File: src/rtl/ppu_px_mixer_pkg.sv
// Shared PPU pixel types, OAM attribute bit positions and the palette lookup helper.
// Purely declarative: no latency or backpressure of its own.
package ppu_pkg;

    localparam int ATTR_PRIO  = 7;
    localparam int ATTR_XFLIP = 5;
    localparam int ATTR_PAL   = 4;

    typedef logic [1:0] bg_px_t;

    typedef struct packed {
        logic [1:0] colour;
        logic       pal;
        logic       prio;
    } sp_px_t;

    // Two-bit field idx of a DMG-style palette register.
    function automatic logic [1:0] pal_lookup(input logic [7:0] pal, input logic [1:0] idx);
        case (idx)
            2'd0:    return pal[1:0];
            2'd1:    return pal[3:2];
            2'd2:    return pal[5:4];
            default: return pal[7:6];
        endcase
    endfunction

endpackage

File: src/rtl/ppu_px_mixer_if.sv
// Fetcher-to-mixer-to-LCD bus: row pushes, palettes, enables and the pixel valid/ready output.
// Wiring only; the slave modport is the mixer, the master is the fetcher/display side.
interface ppu_px_mixer_if #(parameter int CNT_W = 5);

    logic             line_start;
    logic [2:0]       fine_x;
    logic [7:0]       bg_lo;
    logic [7:0]       bg_hi;
    logic             bg_push;
    logic             bg_room;
    logic [7:0]       sp_lo;
    logic [7:0]       sp_hi;
    logic [7:0]       sp_attr;
    logic             sp_push;
    logic [7:0]       bgp;
    logic [7:0]       obp0;
    logic [7:0]       obp1;
    logic             bg_en;
    logic             sp_en;
    logic             px_ready;
    logic [1:0]       px_out;
    logic             px_valid;
    logic [CNT_W-1:0] bg_count;
    logic             ovf;

    modport master (
        output line_start, fine_x, bg_lo, bg_hi, bg_push, sp_lo, sp_hi, sp_attr, sp_push,
               bgp, obp0, obp1, bg_en, sp_en, px_ready,
        input  bg_room, px_out, px_valid, bg_count, ovf
    );

    modport slave (
        input  line_start, fine_x, bg_lo, bg_hi, bg_push, sp_lo, sp_hi, sp_attr, sp_push,
               bgp, obp0, obp1, bg_en, sp_en, px_ready,
        output bg_room, px_out, px_valid, bg_count, ovf
    );

endinterface

File: src/rtl/ppu_bg_fifo.sv
// Circular BG pixel FIFO: 8-pixel row push, 1-pixel pop, head visible combinationally.
// Occupancy updates one cycle after push/pop; caller must only push while room=1.
module ppu_bg_fifo
    import ppu_pkg::*;
#(
    parameter int BG_DEPTH = 16,
    parameter int CNT_W    = $clog2(BG_DEPTH + 1)
) (
    input  logic             clk,
    input  logic             rst,
    input  logic             flush,
    input  logic             push,
    input  logic [7:0]       lo,
    input  logic [7:0]       hi,
    input  logic             pop,
    output bg_px_t           head,
    output logic [CNT_W-1:0] count,
    output logic             room
);

    localparam int PTR_W = (BG_DEPTH > 1) ? $clog2(BG_DEPTH) : 1;

    bg_px_t           mem [BG_DEPTH];
    logic [PTR_W-1:0] rd_ptr;
    logic [PTR_W-1:0] wr_ptr;

    // Modular advance so non-power-of-two depths (e.g. 24) still wrap correctly.
    function automatic logic [PTR_W-1:0] wrap(input logic [PTR_W-1:0] p, input int unsigned k);
        int unsigned s;
        s = 32'(p) + k;
        if (s >= BG_DEPTH) s = s - BG_DEPTH;
        return s[PTR_W-1:0];
    endfunction

    assign head = mem[rd_ptr];
    assign room = (CNT_W'(BG_DEPTH) - count) >= CNT_W'(8);

    always_ff @(posedge clk) begin
        if (push) begin
            for (int k = 0; k < 8; k++) begin
                mem[wrap(wr_ptr, k)] <= {hi[7-k], lo[7-k]};
            end
        end
    end

    always_ff @(posedge clk) begin
        if (rst || flush) begin
            rd_ptr <= '0;
            wr_ptr <= '0;
            count  <= '0;
        end else begin
            if (push) wr_ptr <= wrap(wr_ptr, 8);
            if (pop)  rd_ptr <= wrap(rd_ptr, 1);
            count <= count + (push ? CNT_W'(8) : CNT_W'(0)) - (pop ? CNT_W'(1) : CNT_W'(0));
        end
    end

endmodule

File: src/rtl/ppu_px_mixer.sv
// BG/sprite pixel mixer: fine-scroll discard, sprite merge, palettes; one registered pixel per pop.
// Latency 1 cycle pop->px_valid; pops stall on px_ready=0. PPU_SPRITE_XFLIP_EN enables attr[5] X-flip.
module ppu_px_mixer
    import ppu_pkg::*;
#(
    parameter int BG_DEPTH = 16,
    parameter int SP_DEPTH = 8,
    parameter int CNT_W    = $clog2(BG_DEPTH + 1)
) (
    input logic           clk,
    input logic           rst,
    ppu_px_mixer_if.slave px
);

    localparam int SP_W = $clog2(SP_DEPTH + 1);

    bg_px_t           bg_head;
    logic [CNT_W-1:0] bg_count;
    logic             bg_room;
    logic             bg_wr;
    logic             pop;

    sp_px_t           sp_q [SP_DEPTH];
    logic [SP_W-1:0]  sp_cnt;
    logic [2:0]       disc;
    logic [7:0]       sp_lo_m;
    logic [7:0]       sp_hi_m;
    sp_px_t           sp_head;
    bg_px_t           bgc;
    logic [1:0]       mix;

    assign bg_wr = px.bg_push && bg_room && !px.line_start;
    assign pop   = (bg_count != '0) && px.px_ready && !px.sp_push && !px.line_start;

    ppu_bg_fifo #(.BG_DEPTH(BG_DEPTH), .CNT_W(CNT_W)) u_bg_fifo (
        .clk   (clk),
        .rst   (rst),
        .flush (px.line_start),
        .push  (bg_wr),
        .lo    (px.bg_lo),
        .hi    (px.bg_hi),
        .pop   (pop),
        .head  (bg_head),
        .count (bg_count),
        .room  (bg_room)
    );

    assign px.bg_count = bg_count;
    assign px.bg_room  = bg_room;

`ifdef PPU_SPRITE_XFLIP_EN
    always_comb begin
        sp_lo_m = px.sp_lo;
        sp_hi_m = px.sp_hi;
        if (px.sp_attr[ATTR_XFLIP]) begin
            for (int b = 0; b < 8; b++) begin
                sp_lo_m[b] = px.sp_lo[7-b];
                sp_hi_m[b] = px.sp_hi[7-b];
            end
        end
    end
`else
    assign sp_lo_m = px.sp_lo;
    assign sp_hi_m = px.sp_hi;
`endif

    assign sp_head = (sp_cnt != '0) ? sp_q[0] : '0;
    assign bgc     = px.bg_en ? bg_head : 2'd0;

    always_comb begin
        mix = pal_lookup(px.bgp, bgc);
        if (px.sp_en && sp_head.colour != 2'd0 && !(sp_head.prio && bgc != 2'd0)) begin
            mix = pal_lookup(sp_head.pal ? px.obp1 : px.obp0, sp_head.colour);
        end
    end

    always_ff @(posedge clk) begin
        if (rst) begin
            for (int i = 0; i < SP_DEPTH; i++) sp_q[i] <= '0;
            sp_cnt      <= '0;
            disc        <= '0;
            px.px_out   <= 2'd0;
            px.px_valid <= 1'b0;
            px.ovf      <= 1'b0;
        end else begin
            px.px_valid <= 1'b0;
            if (px.bg_push && !bg_room && !px.line_start) px.ovf <= 1'b1;
            if (px.line_start) begin
                for (int i = 0; i < SP_DEPTH; i++) sp_q[i] <= '0;
                sp_cnt <= '0;
                disc   <= px.fine_x;
            end else if (px.sp_push) begin
                // Occupied opaque slots belong to an earlier (lower-X) sprite and win.
                for (int i = 0; i < SP_DEPTH; i++) begin
                    if (sp_q[i].colour == 2'd0 || SP_W'(i) >= sp_cnt) begin
                        sp_q[i] <= '{colour: {sp_hi_m[7-i], sp_lo_m[7-i]},
                                     pal:    px.sp_attr[ATTR_PAL],
                                     prio:   px.sp_attr[ATTR_PRIO]};
                    end
                end
                sp_cnt <= SP_W'(SP_DEPTH);
            end else if (pop) begin
                if (sp_cnt != '0) begin
                    for (int i = 0; i < SP_DEPTH - 1; i++) sp_q[i] <= sp_q[i+1];
                    sp_q[SP_DEPTH-1] <= '0;
                    sp_cnt <= sp_cnt - SP_W'(1);
                end
                if (disc != 3'd0) begin
                    disc <= disc - 3'd1;
                end else begin
                    px.px_valid <= 1'b1;
                    px.px_out   <= mix;
                end
            end
        end
    end

endmodule

File: src/flat_wrapper.sv
// flat-port wrapper written by rule: the top's interface ports become plain ports
module ppu_px_mixer_flat import ppu_pkg::*;
#(
    parameter int BG_DEPTH = 16,
    parameter int SP_DEPTH = 8,
    parameter int CNT_W    = $clog2(BG_DEPTH + 1)
)
  (clk, rst, px_line_start, px_fine_x, px_bg_lo, px_bg_hi, px_bg_push, px_sp_lo, px_sp_hi, px_sp_attr, px_sp_push, px_bgp, px_obp0, px_obp1, px_bg_en, px_sp_en, px_px_ready, px_bg_room, px_px_out, px_px_valid, px_bg_count, px_ovf);
  ppu_px_mixer_if #(.CNT_W(CNT_W)) px_i ();
  input logic clk;
  input logic rst;
  input wire logic [$bits(px_i.line_start)-1:0] px_line_start;
  input wire logic [$bits(px_i.fine_x)-1:0] px_fine_x;
  input wire logic [$bits(px_i.bg_lo)-1:0] px_bg_lo;
  input wire logic [$bits(px_i.bg_hi)-1:0] px_bg_hi;
  input wire logic [$bits(px_i.bg_push)-1:0] px_bg_push;
  input wire logic [$bits(px_i.sp_lo)-1:0] px_sp_lo;
  input wire logic [$bits(px_i.sp_hi)-1:0] px_sp_hi;
  input wire logic [$bits(px_i.sp_attr)-1:0] px_sp_attr;
  input wire logic [$bits(px_i.sp_push)-1:0] px_sp_push;
  input wire logic [$bits(px_i.bgp)-1:0] px_bgp;
  input wire logic [$bits(px_i.obp0)-1:0] px_obp0;
  input wire logic [$bits(px_i.obp1)-1:0] px_obp1;
  input wire logic [$bits(px_i.bg_en)-1:0] px_bg_en;
  input wire logic [$bits(px_i.sp_en)-1:0] px_sp_en;
  input wire logic [$bits(px_i.px_ready)-1:0] px_px_ready;
  output wire logic [$bits(px_i.bg_room)-1:0] px_bg_room;
  output wire logic [$bits(px_i.px_out)-1:0] px_px_out;
  output wire logic [$bits(px_i.px_valid)-1:0] px_px_valid;
  output wire logic [$bits(px_i.bg_count)-1:0] px_bg_count;
  output wire logic [$bits(px_i.ovf)-1:0] px_ovf;
  assign px_i.line_start = px_line_start;
  assign px_i.fine_x = px_fine_x;
  assign px_i.bg_lo = px_bg_lo;
  assign px_i.bg_hi = px_bg_hi;
  assign px_i.bg_push = px_bg_push;
  assign px_i.sp_lo = px_sp_lo;
  assign px_i.sp_hi = px_sp_hi;
  assign px_i.sp_attr = px_sp_attr;
  assign px_i.sp_push = px_sp_push;
  assign px_i.bgp = px_bgp;
  assign px_i.obp0 = px_obp0;
  assign px_i.obp1 = px_obp1;
  assign px_i.bg_en = px_bg_en;
  assign px_i.sp_en = px_sp_en;
  assign px_i.px_ready = px_px_ready;
  assign px_bg_room = px_i.bg_room;
  assign px_px_out = px_i.px_out;
  assign px_px_valid = px_i.px_valid;
  assign px_bg_count = px_i.bg_count;
  assign px_ovf = px_i.ovf;
  ppu_px_mixer #(.BG_DEPTH(BG_DEPTH), .SP_DEPTH(SP_DEPTH), .CNT_W(CNT_W)) u_core (.clk(clk), .rst(rst), .px(px_i));
endmodule
File: config.mk
export PLATFORM = sky130hd
export DESIGN_NAME = ppu_px_mixer_flat
export DESIGN_NICKNAME = d
export VERILOG_FILES = /design/src/rtl/ppu_px_mixer_pkg.sv /design/src/rtl/ppu_px_mixer_if.sv /design/src/rtl/ppu_bg_fifo.sv /design/src/rtl/ppu_px_mixer.sv /design/src/flat_wrapper.sv
export SDC_FILE = /design/constraint.sdc
export NUM_CORES = 1
export LEC_CHECK = 0
export ABC_AREA = 1
export CORE_MARGIN = 5
export CORE_UTILIZATION = 47
export DETAILED_ROUTE_END_ITERATION = 16
export HOLD_SLACK_MARGIN = 0.15
export PLACE_DENSITY = 0.78
export SLEW_MARGIN = 30
export SYNTH_ARGS = -nofsm -noshare
export SYNTH_HDL_FRONTEND = slang
export SYNTH_SLANG_ARGS = --single-unit
File: constraint.sdc
create_clock -name clk -period 2.1 [get_ports clk]
set_input_delay 0.42 -clock clk [delete_from_list [all_inputs] [get_ports clk]]
set_output_delay 0.42 -clock clk [all_outputs]
set_load 0.05 [all_outputs]
==> flow_summary_export.csv, run 1 <==
group,metric,value,unit
route,num_vias,3763,
timing,report.final.hold_viol_count,0,
timing,fmax,469,MHz
critical_path,cp-end-kind,"output pin",
floorplan,num_rows,35,
clock_network,hold_buffers,0,
critical_path,slowest_stage,"dfxtp_4",
timing,rsz0062_at_grt,"true",
place,hpwlAfterDp,7880,µm
floorplan,io-pin-count,85,
synthesis,synth-seq-cells,89,
timing,finalMaxSlewViolations,0,
final_layout,layout-drive-gt1-share,0.170,
critical_path,startpoint_type,"flop",
final_layout,area_delta_synth_final,35.8,%
job,drv_cap,0,
route,route.detailed.drc,0,
route,ant_nets,0,
route,avgRoutedWirePerCell,14.1,µm
synthesis,syn_avg_cell_area,9.11,µm²
final_layout,design_area,0.00603,mm²
route,vias_per_cell,5.09,
route,drt_iter0_markers,207,
synthesis,async_reset_ff_frac,0,
synthesis,synth-edff-count,60,
critical_path,cp_data_required_time,1680,ps
pwr,p_leak,2.48,nW
timing,min_period,2130,ps
global_route,grt_pass1_wl,17600,µm
clock_network,clk_latency,360,ps
clock_network,clock-sinks,89,
worst_hold_path,hold_class,"reg2reg",
synthesis,yosys.cell_types.count,38,
synthesis,syn-cell-area,0.00444,mm²
outcome,violations,"negative setup slack",
synthesis,yosysTopAreaCellShare,0.406,
global_route,grt_pass1_vias,3862,
global_route,grt_start_max_net_pins,17,
route,drt-total-wl,10500,µm
critical_path,criticalPathCategory,"reg2out",
clock_network,cts_tree,"yes",
clock_network,clkSlewWorstSetupHoldPaths,80,ps
timing,skew,15.6,ps
synthesis,netlist_instances,487,
critical_path,cp_max_fo,3,
critical_path,path_buf_inv,4,
synthesis,yosys-top-cells-area,"edfxtp_1, dfxtp_1, nand2_1",
clock_network,numCtsBuffers,9,
synthesis,synthTopCellsByCount,"nand2_1, inv_1, edfxtp_1",
synthesis,yosysMostFrequentCell,"nand2_1",
global_route,antenna_found_initial,0,
timing,finalCritPeriodShare,1.01,
floorplan,core_area,0.00924,mm²
synthesis,syn-num-nets,577,
clock_network,h-tree-depth,3,
timing,worst_slew_pin_slew,547,ps
critical_path,crit_family,"simple AND/OR/NAND/NOR gates",
timing,timing.final.ws_setup,-30.8,ps
global_route,overflow,0,
synthesis,yosys.area.top_type,"edfxtp_1",
route,first_pass_iters,5,
critical_path,cpPeakStageDelay,370,ps
critical_path,critPathArrivalTime,1710,ps
pwr,p_per_area,687,mW/mm²
final_layout,nets,695,
clock_network,cts_root_buf,"clkbuf_8",
clock_network,cts_buffer_depth,2,
floorplan,die-area,0.0115,mm²
timing,slew_headroom,0.631,
floorplan,die_height,107,µm
pwr,p_total,4.14,mW
critical_path,crit_chain,"nor4_4 > ha_1 > inv_1 > nor3_2 > inv_2 > buf_6 > buf_12",
synthesis,yosys_most_used_dff,"edfxtp_1",
timing,setup_viol,3,
floorplan,initial_utilization,0.480,
global_route,grt_usage,0.190,
place,place.gp.congestion,0.858,
place,place_area,0.00571,mm²
floorplan,die_w,107,µm
outcome,outcome,"complete, but fails checks",
final_layout,n_antenna_cell,0,
pwr,vdd_ir_drop_max,0.487,mV
synthesis,ys_seq_area_frac,0.537,
synthesis,synth_warnings,0,
place,io_buffers,78,
## final cells by class
| type | instances | area (µm²) |
|---|---|---|
| Fill cell | 734 | 3210 |
| Sequential cell | 89 | 2400 |
| Multi-Input combinational cell | 314 | 1800 |
| Timing Repair Buffer | 116 | 1130 |
| Inverter | 75 | 293 |
| Tap cell | 129 | 161 |
| Clock buffer | 9 | 124 |
| Clock inverter | 7 | 118 |
## through the flow
stage	TNS (ps)	hold WS, ps	utilization	setup WS, ps	std cells
global route	-971	483	0.652	-126	739
floorplan	-4660	412	-	-165	487
finish	-69.1	458	0.652	-30.8	739
detailed placement	-12940	431	0.618	-376	721
CTS	-102	453	0.648	-51.2	737
global placement	-10980	437	0.618	-332	721
## cells by family after synthesis
family | count (synthesis) | synth area share
compound gates | 82 | 0.114
xor+xnor | 2 | 0.00395
fa+ha+maj | 15 | 0.0440
buf+inv | 84 | 0.0801
flops | 89 | 0.537
simple gates | 215 | 0.221
## sequential cells by signal, indices dropped and copies added (netlist names), named ones only
| signal | flops |
|---|---|
| u_core.disc | 3 |
| u_core.sp_q | 32 |
| u_core.px.ovf | 1 |
| u_core.u_bg_fifo.rd_ptr | 4 |
| u_core.u_bg_fifo.wr_ptr | 1 |
| u_core.u_bg_fifo.count | 5 |
| u_core.px.px_out | 2 |
| u_core.sp_cnt | 4 |
| u_core.u_bg_fifo.mem | 32 |
| u_core.px.px_valid | 1 |
## worst paths after layout
kind	startpoint	to	slack (ps)	depth (start not counted)
max	u_core.u_bg_fifo.count[3]	px_bg_room	-30	7
min	u_core.u_bg_fifo.rd_ptr[3]	u_core.u_bg_fifo.rd_ptr[3]	460	1
max reg2reg	u_core.u_bg_fifo.count[3]	u_core.u_bg_fifo.count[3]	-30	12
min reg2reg	u_core.u_bg_fifo.rd_ptr[3]	u_core.u_bg_fifo.rd_ptr[3]	460	1
## layout by cell type, fill, tap and decap left out, types with 3 or more instances in the layout
cell,count
a211oi_1,5
a21oi_1,17
a32o_1,6
buf_12,5
buf_4,33
bufinv_16,3
clkbuf_8,9
clkdlybuf4s50_1,75
dfxtp_1,21
dfxtp_2,3
dfxtp_4,5
edfxtp_1,60
ha_1,11
ha_4,3
inv_1,61
inv_2,9
inv_4,3
nand2_1,107
nand2_2,7
nand3_1,47
nand4_1,5
nor2_1,30
nor2_2,5
o211ai_1,4
o21a_1,5
o21ai_0,22
o21ai_1,12
o21bai_1,3
o221ai_1,3
or2_1,3
## routing by layer
layer | up-vias | track usage | wire length [µm]
li1 | 1877 | - | -
met1 | 1762 | 0.244 | 4730
met2 | 114 | 0.321 | 5020
met3 | 10 | 0.0446 | 599
met4 | 0 | 0.0548 | 111
met5 | - | 0 | 0
## where the power goes
group          total (mW)  switching, mW  leakage (nW)  internal [mW]
Clock                1.41          0.621         0.124          0.793
Sequential           2.01         0.0462         0.847           1.97
Combinational       0.710          0.366          1.51          0.344
## repair_timing
action | CTS | global route
gates cloned | 0 | 0
gates resized for setup | 11 | 7
buffers inserted | 0 | 2
endpoints found under the setup margin | 31 | 30
pin swaps | 1 | 4
Note: power is estimated with default switching activity, not from simulation.
==> run 2: changes to the inputs <==
- CORE_UTILIZATION: 47 -> 57
- DONT_BUFFER_PORTS: default -> 1
- PLACE_DENSITY: 0.78 -> 0.77
==> flow_summary_export.csv, run 2 (synthesis results as in run 1) <==
group,metric,value,unit
outcome,outcome,"complete, but fails checks",
outcome,violations,"negative setup slack",
route,avgRoutedWirePerCell,14.9,µm
global_route,use_met1,0.276,
critical_path,cp_max_fo,2,
timing,finalMaxSlewViolations,0,
final_layout,final_core_util,0.690,
timing,report.final.hold_viol_count,0,
timing,timing.final.ws_setup,-13.2,ps
final_layout,nFillCells,571,
timing,rsz0062_at_grt,"true",
pwr,p_leak,2.17,nW
global_route,overflow,0,
place,place_area,0.00478,mm²
global_route,grt_start_max_net_pins,25,
clock_network,h-tree-depth,3,
floorplan,initial_utilization,0.580,
clock_network,numCtsBuffers,9,
pwr,p_per_area,726,mW/mm²
timing,finalCritPeriodShare,1.01,
global_route,grt_pass1_vias,3359,
global_route,grt_usage,0.204,
critical_path,crit_top_cell,"inv_2",
global_route,use_met2,0.314,
place,io_buffers,0,
timing,skew,9.60,ps
global_route,antenna_found_initial,0,
critical_path,criticalPathCategory,"reg2reg",
pwr,vdd_ir_drop_max,0.609,mV
critical_path,critPathArrivalTime,2350,ps
place,place_inst,603,
route,drt_iter0_markers,251,
timing,worst_slew_pin_slew,530,ps
floorplan,die-area,0.00965,mm²
floorplan,core_area,0.00765,mm²
clock_network,cts_root_buf,"clkbuf_8",
clock_network,clk_latency,360,ps
final_layout,final_cell_mix,"nand2_1, edfxtp_1, inv_1",
critical_path,cpPeakStageDelay,360,ps
clock_network,clkSlewWorstSetupHoldPaths,80,ps
place,place_ws,-14.6,ps
clock_network,cts_buffer_depth,2,
global_route,grt-busiest-layer,"met2",
floorplan,io-pin-count,85,
final_layout,instances_no_fill,640,
final_layout,multi_input_area,0.00181,mm²
floorplan,die_w,98.2,µm
pwr,p_total,3.83,mW
critical_path,slowest_stage,"dfxtp_4",
route,route.detailed.drc,0,
critical_path,crit_chain,"nor4_4 > ha_2 > inv_2 > nor3_2 > inv_2 > nand3_4 > ha_4 > inv_2 > ha_4 > a21oi_4 > o21ai_1 > a21oi_1",
route,drt-total-wl,9540,µm
route,vias_per_cell,5.45,
critical_path,r2r_cells,12,
floorplan,num_rows,32,
final_layout,area_delta_synth_final,19.0,%
timing,fmax,473,MHz
final_layout,reg_top3,"u_core.sp_q x32, u_core.u_bg_fifo.mem x32, u_core.u_bg_fifo.count x5",
critical_path,startpoint_type,"flop",
critical_path,cp-end-kind,"flop",
global_route,grtUsageMet3,0.0664,
timing,setup_viol,1,
final_layout,layout-drive-gt1-share,0.173,
clock_network,clock-sinks,89,
route,ant_nets,0,
worst_hold_path,whs_path_depth,2,
final_layout,nets,623,
clock_network,cts_tree,"yes",
place,hpwlAfterDp,6920,µm
final_layout,layout_commonest_cell,"nand2_1",
job,drv_cap,0,
final_layout,n_antenna_cell,0,
timing,slew_headroom,0.646,
critical_path,cp_data_required_time,2340,ps
floorplan,die_height,98.2,µm
final_layout,design_area,0.00528,mm²
timing,min_period,2110,ps
worst_hold_path,hold_class,"in2reg",
final_layout,regArea,0.00240,mm²
place,place.gp.congestion,0.927,
global_route,grt_pass1_wl,15900,µm
route,first_pass_iters,5,
route,num_vias,3491,
## run 2: changes by cell type in the layout (fill, tap and decap cells not counted), sizes merged
cell           before  now
clkdlybuf4s50      75    0
bufinv              3    2
dlygate4sd2         2    0
dlygate4sd3         0   17
inv                74   73
clkinv              4    7
clkinvlp            1    0
buf                39   26
clkbuf              9   10
## run 2: layout make-up
cell class / count / share of cell area
tap: 102 / 0.0242
sequential: 89 / 0.455
multi-input combinational: 314 / 0.343
timing repair buffer: 44 / 0.0818
clock buffer: 9 / 0.0235
inverter: 75 / 0.0548
clock inverter: 7 / 0.0180
## run 2: worst max-delay path: cells and delay by family, from the launching register on
family | cells | cell delay [ps]
flops | 1 | 360
compound gates | 3 | 240
fa+ha+maj | 3 | 860
buf+inv | 3 | 170
simple gates | 3 | 380
## run 2: where the power goes
part	total [mW]	switching [mW]	leakage, nW	internal [mW]
Sequential	2.02	0.0549	0.846	1.97
Clock	1.25	0.581	0.111	0.669
Combinational	0.561	0.325	1.21	0.236
## run 2: worst paths after layout
kind / to / start / slack (ps)
worst max-delay path: u_core.u_bg_fifo.count[4] / u_core.u_bg_fifo.count[3] / -10
worst min-delay path: u_core.sp_q[1][14] / px_sp_lo[0] / 210
worst max register to register: u_core.u_bg_fifo.count[4] / u_core.u_bg_fifo.count[3] / -10
worst min register to register: u_core.u_bg_fifo.rd_ptr[3] / u_core.u_bg_fifo.rd_ptr[3] / 450
## run 2: metal layers
layer	part of all wire	vias up
met5	0	-
met4	0.018	0
met3	0.083	15
met2	0.46	124
met1	0.44	1621
li1	-	1731
## run 2: repair_timing
| action | CTS | global route |
|---|---|---|
| cloned | 0 | 1 |
| buffers inserted | 4 | 0 |
| endpoints found under the setup margin | 3 | 86 |
| hold buffers | 17 | 0 |
| endpoints found under the hold margin | 38 | 0 |
| gates resized for setup | 4 | 14 |
| pin swaps | 6 | 2 |
## run 2: per-stage QoR
stage / setup TNS, ps / hold WS [ps]
after floorplan: -4660 / 412
after global placement: 0 / 431
after detailed placement: -14.6 / 437
after CTS: -1.03 / 192
after global routing: -321 / 180
final: -13.2 / 207
